**src/rtl/ex_mem_reg.sv**
```systemverilog
// Execute-to-memory pipeline register: captures ALU result and instruction context,
// squashes cmov/fault side effects, flags jump mispredicts and freezes after a halt.
module ex_mem_reg #(
    parameter int         DATA_WID = 64,
    parameter logic [3:0] RNONE    = 4'hF
) (
    input  logic                clk,
    input  logic                rst_n,
    input  logic [2:0]          e_stat,
    input  logic [3:0]          e_icode,
    input  logic [3:0]          e_ifun,
    input  logic                e_Cnd,
    input  logic [DATA_WID-1:0] e_valE,
    input  logic [DATA_WID-1:0] e_valA,
    input  logic [DATA_WID-1:0] e_valP,
    input  logic [3:0]          e_dstE,
    input  logic [3:0]          e_dstM,
    input  logic                M_stall,
    input  logic                M_bubble,
    output logic [2:0]          M_stat,
    output logic [3:0]          M_icode,
    output logic [3:0]          M_ifun,
    output logic                M_Cnd,
    output logic [DATA_WID-1:0] M_valE,
    output logic [DATA_WID-1:0] M_valA,
    output logic [3:0]          M_dstE,
    output logic [3:0]          M_dstM,
    output logic                M_mispredict,
    output logic [DATA_WID-1:0] M_redirect_pc,
    output logic                M_halted
);

    localparam logic [2:0] STAT_AOK  = 3'd1;
    localparam logic [3:0] ICODE_NOP = 4'h1;
    localparam logic [3:0] ICODE_CMOV = 4'h2;
    localparam logic [3:0] ICODE_JXX = 4'h7;

    logic stat_ok;
    logic cmov_squash;
    logic mispredict_next;

    // Decisions made on the incoming instruction; only used on a load edge.
    always_comb begin
        stat_ok         = (e_stat == STAT_AOK);
        cmov_squash     = (e_icode == ICODE_CMOV) && !e_Cnd;
        mispredict_next = stat_ok && (e_icode == ICODE_JXX) && (e_ifun != 4'h0) && !e_Cnd;
    end

    always_ff @(posedge clk or negedge rst_n) begin
        if (!rst_n) begin
            M_stat        <= STAT_AOK;
            M_icode       <= ICODE_NOP;
            M_ifun        <= 4'h0;
            M_Cnd         <= 1'b0;
            M_valE        <= '0;
            M_valA        <= '0;
            M_dstE        <= RNONE;
            M_dstM        <= RNONE;
            M_mispredict  <= 1'b0;
            M_redirect_pc <= '0;
            M_halted      <= 1'b0;
        end else if (M_halted) begin
            // Frozen until reset: the faulting instruction stays visible downstream.
        end else if (M_bubble) begin
            M_stat        <= STAT_AOK;
            M_icode       <= ICODE_NOP;
            M_ifun        <= 4'h0;
            M_Cnd         <= 1'b0;
            M_valE        <= '0;
            M_valA        <= '0;
            M_dstE        <= RNONE;
            M_dstM        <= RNONE;
            M_mispredict  <= 1'b0;
            M_redirect_pc <= '0;
        end else if (!M_stall) begin
            M_stat        <= e_stat;
            M_icode       <= e_icode;
            M_ifun        <= e_ifun;
            M_Cnd         <= e_Cnd;
            M_valE        <= e_valE;
            M_valA        <= e_valA;
            M_dstE        <= (!stat_ok || cmov_squash) ? RNONE : e_dstE;
            M_dstM        <= stat_ok ? e_dstM : RNONE;
            M_mispredict  <= mispredict_next;
            M_redirect_pc <= mispredict_next ? e_valP : '0;
            M_halted      <= !stat_ok;
        end
    end

endmodule

```
**config.mk**
```make
export PLATFORM = sky130hd
export DESIGN_NAME = ex_mem_reg
export DESIGN_NICKNAME = d
export VERILOG_FILES = /design/src/rtl/ex_mem_reg.sv
export SDC_FILE = /design/constraint.sdc
export NUM_CORES = 1
export LEC_CHECK = 0
export ABC_AREA = 1
export BUFFER_PORTS_ARGS = -buffer_cell sky130_fd_sc_hd__buf_2
export CAP_MARGIN = 10
export CORE_AREA = 2 2 168 170
export DETAILED_ROUTE_END_ITERATION = 10
export DIE_AREA = 0 0 170 172
export PLACE_DENSITY = 0.68
export SLEW_MARGIN = 5
export SYNTH_ARGS = -nofsm -noshare
export SYNTH_HDL_FRONTEND = slang
export SYNTH_SLANG_ARGS = --single-unit
```
**constraint.sdc**
```tcl
create_clock -name clk -period 1.15 [get_ports clk]
set_input_delay 0.1725 -clock clk [delete_from_list [all_inputs] [get_ports clk]]
set_output_delay 0.1725 -clock clk [all_outputs]
set_load 0.01 [all_outputs]
```
# --- Word level (Yosys, flattened, before mapping) ---
# Cells that the tools add are included.
word_totals:
  elab_cells: 51
  out_inout_bits: 214
  ff_bits: 214
  inputBits: 216
op_classes:
  n_bitwise: 1
  reduce_logical: 9
  eq_ne: 4
  muxes: 26
op_table:
  columns: ["operator", "n"]
  rows:
  - ["64-bit two-way mux", 7]
  - ["4-bit two-way mux", 10]
  - ["1-bit two-way mux", 7]
  - ["3-bit two-way mux", 2]
  - ["4-bit by 2-bit equality test with 1-bit output (second input constant)", 1]
  - ["4-bit by 3-bit equality test with 1-bit output (second input constant)", 1]
  - ["1-bit logical AND", 4]
  - ["4-bit nonzero test", 1]
  - ["3-bit by 1-bit equality test with 1-bit output (second input constant)", 1]
  - ["1-bit zero test", 2]
  - ["2-bit by 1-bit != test with 1-bit output (second input constant)", 1]
  - ["2-bit AND reduction", 1]
  - ["1-bit logical OR", 1]
  - ["1-bit NOT", 1]

# --- Logic depth before layout (Yosys ltp) ---
# Gate-level depths: netlist of the first run.
depth:
  depth_word: 7
  depth_mapped: 8
  mapped_depth_nobuf: 6

# --- Worst setup path after synthesis of the first run ---
# No wires, ideal clock.
synth_timing:
  path_type: "register -> register"
  start: "reg M_halted"
  end: "reg M_valA[23]"
  required_time_ps: 1029
  t_arrival_ps: 1123
  n_path_buf: 2
  setup_time_ps: 121
  setup_slack_ps: -94
  period_less_slack_ps: 1244
  stages_incl_launch_ff: 6
  path_cell_list: "dfrtp_1 -> inv_1 -> nand2_4 -> buf_2 -> buf_2 -> a22o_1"
synth_via:
  elab_chain_cells: 2
synth_rtl:
  columns: ["item", "line", "rtl"]
  rows:
  - ["start, declared", "30", "output logic M_halted"]
  - ["start signal, assigned", "86", "M_halted <= !stat_ok;"]
  - ["1-bit NOT (no line)", null, null]
  - ["2-bit AND reduction (no line)", null, null]
  - ["end signal, assigned", "81", "M_valA <= e_valA;"]
  - ["end, declared", "25", "output logic [DATA_WID-1:0] M_valA,"]
# Every way passes these cells.
# A chain may end at the register's enable or synchronous reset.

# --- Worst setup path after layout of the first run ---
layout_timing:
  start: "reg M_halted"
  end: "reg M_valE[47]"
layout_via:
  elab_chain_cells: 2
layout_rtl:
  columns: ["item", "line", "rtl"]
  rows:
  - ["1-bit NOT (no line)", null, null]
  - ["2-bit AND reduction (no line)", null, null]
  - ["end signal, assigned", "80", "M_valE <= e_valE;"]
  - ["end, declared", "24", "output logic [DATA_WID-1:0] M_valE,"]
# Every way passes these cells.

==> results.json, run 1 <==
{
  "routabilityCongestion": 0.809,
  "clock-sinks": 214,
  "r2r_slack_ns": -0.26,
  "globalRouteTotalUtil": 0.210,
  "finalSetupViolCount": 427,
  "slew_headroom": 0.745,
  "syn_nets": 880,
  "cts_tree": "done",
  "vias": 9365,
  "numCtsBuffers": 24,
  "drt-initial-drc-count": 693,
  "yosysSeqAreaShare": 0.668,
  "critPathLaunchType": "flip-flop",
  "cts_root_buf": "clkbuf_16",
  "setup_slack_ns": -0.260,
  "grt_max_degree": 66,
  "cp.required_ns": 1.55,
  "fin_skew_ns": 0.00927,
  "dp_hpwl_um": 19600,
  "grt_pass1_wl_um": 48200,
  "rsz0062_at_grt": "true",
  "timing.max_cap.violations": 0,
  "syn_area_per_cell_sq_um": 12.1,
  "hp-class": "in -> reg",
  "utilization": 0.591,
  "route.detailed.drc": 0,
  "syn_inst": 664,
  "grt_pass1_vias": 8714,
  "postRouteAntennaNets": 0,
  "wl_per_cell_um": 20.7,
  "min_period_over_period": 1.23,
  "cts_buffer_depth": 3,
  "path_class": "reg -> reg",
  "status": "finished with violations",
  "synth_area_leader_cell": "dfrtp_1",
  "dr.pass1.iters": 5,
  "dieArea_sq_mm": 0.0292,
  "core_area_sq_mm": 0.0275,
  "ir_drop_v": 0.000838,
  "clk_pin_slew_worst_paths_ns": 0.06,
  "ys_seq_elements": 214,
  "synth_area_leaders": "dfrtp_1, a22o_1, nand2_1",
  "synth.yosys.warnings": 0,
  "critical_path.endpoint_type": "flip-flop",
  "htreeDepth": 1,
  "critPathArrivalTime_ns": 1.82,
  "violations": "setup timing",
  "initial_core_util": 0.292,
  "synth_area_sq_mm": 0.00804,
  "viasPerCell": 5.04,
  "most-common-layout-cells": "buf_2, dlygate4sd3_1, dfrtp_1",
  "grt_overflow": 0,
  "ys_types": 20,
  "yosys.area.top_type_share": 0.635,
  "antenna_found_initial": 6,
  "clk_latency_ns": 0.52,
  "powerDensity_mw_per_mm2": 1040,
  "worst_slew_pin_slew_ns": 0.382,
  "p_total_mw": 16.8,
  "io_buffers": 429,
  "finalSetupTns_ns": -51.14,
  "hold_viol": 0,
  "area_delta_synth_final_pct": 102,
  "die_y_um": 172,
  "die_x_um": 170,
  "max_freq_mhz": 709,
  "worstPathMaxFanout": 8,
  "drive_gt1_frac": 0.483,
  "min_period_ns": 1.41,
  "rows": 61,
  "routed_wirelength_um": 38500,
  "drv_slew": 0,
  "leakage_nw": 8.84,
  "num_io_pins": 430,
  "nNetsFinal": 1702,
  "final_common_cell": "buf_2"
}
[Yosys cell counts, drive strengths merged]
cell and number:
nand4 64, o22a 1, inv 10, clkbuf 13, buf 45, a22o 133, o21ai 6, nor2 25
a21oi 4, dfrtp 204, dfstp 10, nand2 140, a31oi 4, nand3 5
[critical path: stages (launching register included)]
cell and delay [ns]:
dfrtp_1 0.40, inv_2 0.11, nand2_8 0.07, buf_12 0.17
buf_12 0.14, clkbuf_16 0.15, a22o_1 0.23
[cell families after synthesis]
group,after synthesis,share of synthesized area
DFF,214,0.668
and+or+nand+nor,234,0.132
buffers and inverters,68,0.0444
AOI/OAI and AO/OA,148,0.155
[per-stage QoR]
| step | setup slack, ns | cell area (sq um) | hold slack, ns | std cells |
|---|---|---|---|---|
| floorplan | -0.0277 | 8060 | -0.123 | 664 |
| detailed placement | -0.134 | 11100 | 0.0846 | 1445 |
| global placement | -0.102 | 11100 | 0.0837 | 1445 |
| CTS | -0.216 | 14300 | 0.00199 | 1708 |
| global route | -0.294 | 16200 | -0.00281 | 1855 |
| finish | -0.260 | 16200 | 0.0110 | 1857 |
[metal layers]
| metal | part of all wire | track usage | vias to the layer above |
|---|---|---|---|
| met5 | 0 | 0 | - |
| met4 | 0.053 | 0.0929 | 0 |
| met3 | 0.093 | 0.0650 | 156 |
| met2 | 0.51 | 0.366 | 616 |
| met1 | 0.35 | 0.237 | 4546 |
| li1 | - | - | 4047 |
[final cells by class]
class                      instances  area, sq um
inverter                          10         76.3
fill                            2025        11200
clock inverter                     6         80.1
clock buffer                      38          734
timing repair inverter             1         8.76
tap                              346          433
sequential                       214         5370
antenna                            7         17.5
multi-input combinational        382         2440
timing repair buffer             853         7080
[flip-flops by register name, indices dropped and copies added, names as in the netlist]
register       count
M_dstM             4
M_valE            64
M_stat             3
M_valA            64
M_icode            4
M_ifun             4
M_redirect_pc     64
M_mispredict       1
M_Cnd              1
M_dstE             4
M_halted           1
[power breakdown]
group	total, mW	internal (mW)	leakage (nW)	switching, mW
Combinational	1.30	0.798	5.49	0.506
Clock	7.99	4.81	0.403	3.18
Sequential	7.53	7.53	2.95	0
[path summary, 6_finish.rpt]
kind / start / endpoint / cells after the start
setup / recovery: M_halted$_DFF_PN0_ / M_valE[47]$_DFFE_PN0P_ / 6
hold / removal: M_bubble / M_icode[2]$_DFFE_PN0P_ / 4
setup reg to reg: M_halted$_DFF_PN0_ / M_valE[47]$_DFFE_PN0P_ / 6
hold reg to reg: M_redirect_pc[24]$_DFFE_PN0P_ / M_redirect_pc[24]$_DFFE_PN0P_ / 2
max in group asynchronous: rst_n / M_valE[8]$_DFFE_PN0P_ / 3
min in group asynchronous: rst_n / M_redirect_pc[48]$_DFFE_PN0P_ / 2
[repair_timing]
| action | in CTS | in global routing |
|---|---|---|
| resized for setup | 32 | 158 |
| pin swaps | 2 | 6 |
| cloned | 5 | 13 |
| hold buffers | 211 | 1 |
| endpoints found under the hold margin | 420 | 1 |
| setup endpoints to repair | 421 | 427 |
| setup buffers | 3 | 129 |
(Power assumes the default switching activity.)
==> run 2, diff against run 1 <==
Clock period 1.15 ns to 1.21 ns, I/O delays scaled along.
==> run 2 against run 1 <==
Net effect:
- die area unchanged
- final cell count rose by 2.4%
- clock skew about the same
- total power decreased by 3.2%
- non-clock buffer count increased by 56
- global-route usage is 2.4 points higher
- sequential cell count unchanged
- sequential share of layout area shrank 1.3 points
- largest power group unchanged
- via count rose by 2.5%
- count of clock-buffer cells in the layout fell by 8
- the run still ends with setup timing left
- clock power down 2%
- combinational power hardly changed
==> results.json, run 2 (synthesized netlist as in run 1, its figures left out) <==
{
  "grt_pass1_wl_um": 53200,
  "worstPathMaxFanout": 12,
  "htreeDepth": 1,
  "area_delta_synth_final_pct": 110,
  "gr-usage-met2": 0.413,
  "placed_area_sq_mm": 0.0111,
  "critPathMaxStageDelay_ns": 0.39,
  "dr.pass1.iters": 5,
  "cpMostUsedCell": "buf_12",
  "leakage_nw": 9.24,
  "rows": 61,
  "multi_input_area_sq_mm": 0.00241,
  "core_area_sq_mm": 0.0275,
  "use_met3": 0.0586,
  "placed_cells": 1445,
  "hold_viol": 0,
  "postRouteAntennaNets": 0,
  "violations": "setup timing",
  "gr-usage-met1": 0.271,
  "ir_drop_v": 0.000826,
  "drt-initial-drc-count": 715,
  "path_class": "reg -> reg",
  "slew_headroom": 0.645,
  "cts_tree": "done",
  "crit_family": "buffers and inverters",
  "cp_cell_sequence": "inv_2, nand2_8, buf_6, nor2_4, buf_12, buf_12, nand4_1, nand2_1",
  "clk_pin_slew_worst_paths_ns": 0.06,
  "hp-class": "in -> reg",
  "r2r_slack_ns": -0.25,
  "route.detailed.drc": 0,
  "cts_root_buf": "clkbuf_16",
  "reg.largest.list": "M_redirect_pc (64), M_valA (64), M_valE (64)",
  "powerDensity_mw_per_mm2": 966,
  "setup_slack_ns": -0.254,
  "utilization": 0.614,
  "place_ws_ns": -0.190,
  "critPathArrivalTime_ns": 1.91,
  "path_buf_inv": 4,
  "crit_path_top_delay_cell": "dfrtp_1",
  "cts_buffer_depth": 3,
  "globalRouteTotalUtil": 0.233,
  "most-common-layout-cells": "buf_2, dlygate4sd3_1, dfrtp_1",
  "grt.busiest_layer": "met2",
  "grt_pass1_vias": 9551,
  "min_period_ns": 1.46,
  "final_common_cell": "buf_2",
  "routed_wirelength_um": 39500,
  "die_x_um": 170,
  "cp.required_ns": 1.65,
  "numCtsBuffers": 22,
  "fin_cells": 1902,
  "vias": 9601,
  "min_period_over_period": 1.21,
  "worst_slew_pin_slew_ns": 0.530,
  "fill_cells": 1937,
  "routabilityCongestion": 0.838,
  "whs_ns": 0.0212,
  "rsz0062_at_grt": "true",
  "wl_per_cell_um": 20.8,
  "clock-sinks": 214,
  "critical_path.endpoint_type": "flip-flop",
  "grt_max_degree": 66,
  "finalSetupViolCount": 391,
  "viasPerCell": 5.05,
  "dp_hpwl_um": 19200,
  "antenna_found_initial": 1,
  "dieArea_sq_mm": 0.0292,
  "critPathLaunchType": "flip-flop",
  "timing.max_cap.violations": 0,
  "io_buffers": 429,
  "status": "finished with violations",
  "p_total_mw": 16.3,
  "drv_slew": 0,
  "nNetsFinal": 1756,
  "final_area_sq_mm": 0.0169,
  "finalSetupTns_ns": -33.79,
  "clk_latency_ns": 0.51,
  "die_y_um": 172,
  "num_io_pins": 430,
  "max_freq_mhz": 683,
  "grt_overflow": 0,
  "fin_skew_ns": 0.00943,
  "seq_area_sq_mm": 0.00537,
  "drive_gt1_frac": 0.493,
  "initial_core_util": 0.292
}
==> run 2: power breakdown <==
group / switching (mW) / internal, mW
sequential: 0 / 7.15
combinational: 0.507 / 0.780
clock: 2.98 / 4.87
total: 3.48 / 12.8
==> run 2: final cells by class <==
| type | count | share of cell area |
|---|---|---|
| Sequential cell | 214 | 0.318 |
| Tap cell | 346 | 0.0257 |
| Antenna cell | 1 | 0.000148 |
| Clock buffer | 30 | 0.0369 |
| Inverter | 10 | 0.00334 |
| Clock inverter | 9 | 0.0116 |
| Timing Repair inverter | 1 | 0.000445 |
| Multi-Input combinational cell | 382 | 0.143 |
| Timing Repair Buffer | 909 | 0.461 |
==> run 2: final timing paths <==
path / start / depth (start not counted) / to
max: M_halted$_DFF_PN0_ / 8 / M_redirect_pc[23]$_DFFE_PN0P_
min: e_ifun[2] / 3 / M_ifun[2]$_DFFE_PN0P_
max reg2reg: M_halted$_DFF_PN0_ / 8 / M_redirect_pc[23]$_DFFE_PN0P_
min reg2reg: M_redirect_pc[28]$_DFFE_PN0P_ / 2 / M_redirect_pc[28]$_DFFE_PN0P_
max in group asynchronous: rst_n / 3 / M_dstM[3]$_DFFE_PN1P_
min in group asynchronous: rst_n / 2 / M_valA[63]$_DFFE_PN0P_
==> run 2: what timing repair did <==
item                                    CTS  global route
hold buffers                            209             0
pin swaps                                 5            11
gates cloned                             23             6
endpoints found under the hold margin   414             0
resized for setup                        98            83
buffers inserted                        105            82
endpoints found under the setup margin  393           427
==> run 2: worst register-to-register path, delay by kind of cell (launching register included) <==
kind | cells | cell delay (ns)
buf+inv | 4 | 0.58
flops | 1 | 0.39
simple gates | 4 | 0.42
==> run 2: layer usage <==
layer  up-vias  wire length, um
met5         -                0
met4         0             1560
met3       131             3560
met2       611            20100
met1      4696            14300
li1       4163                -
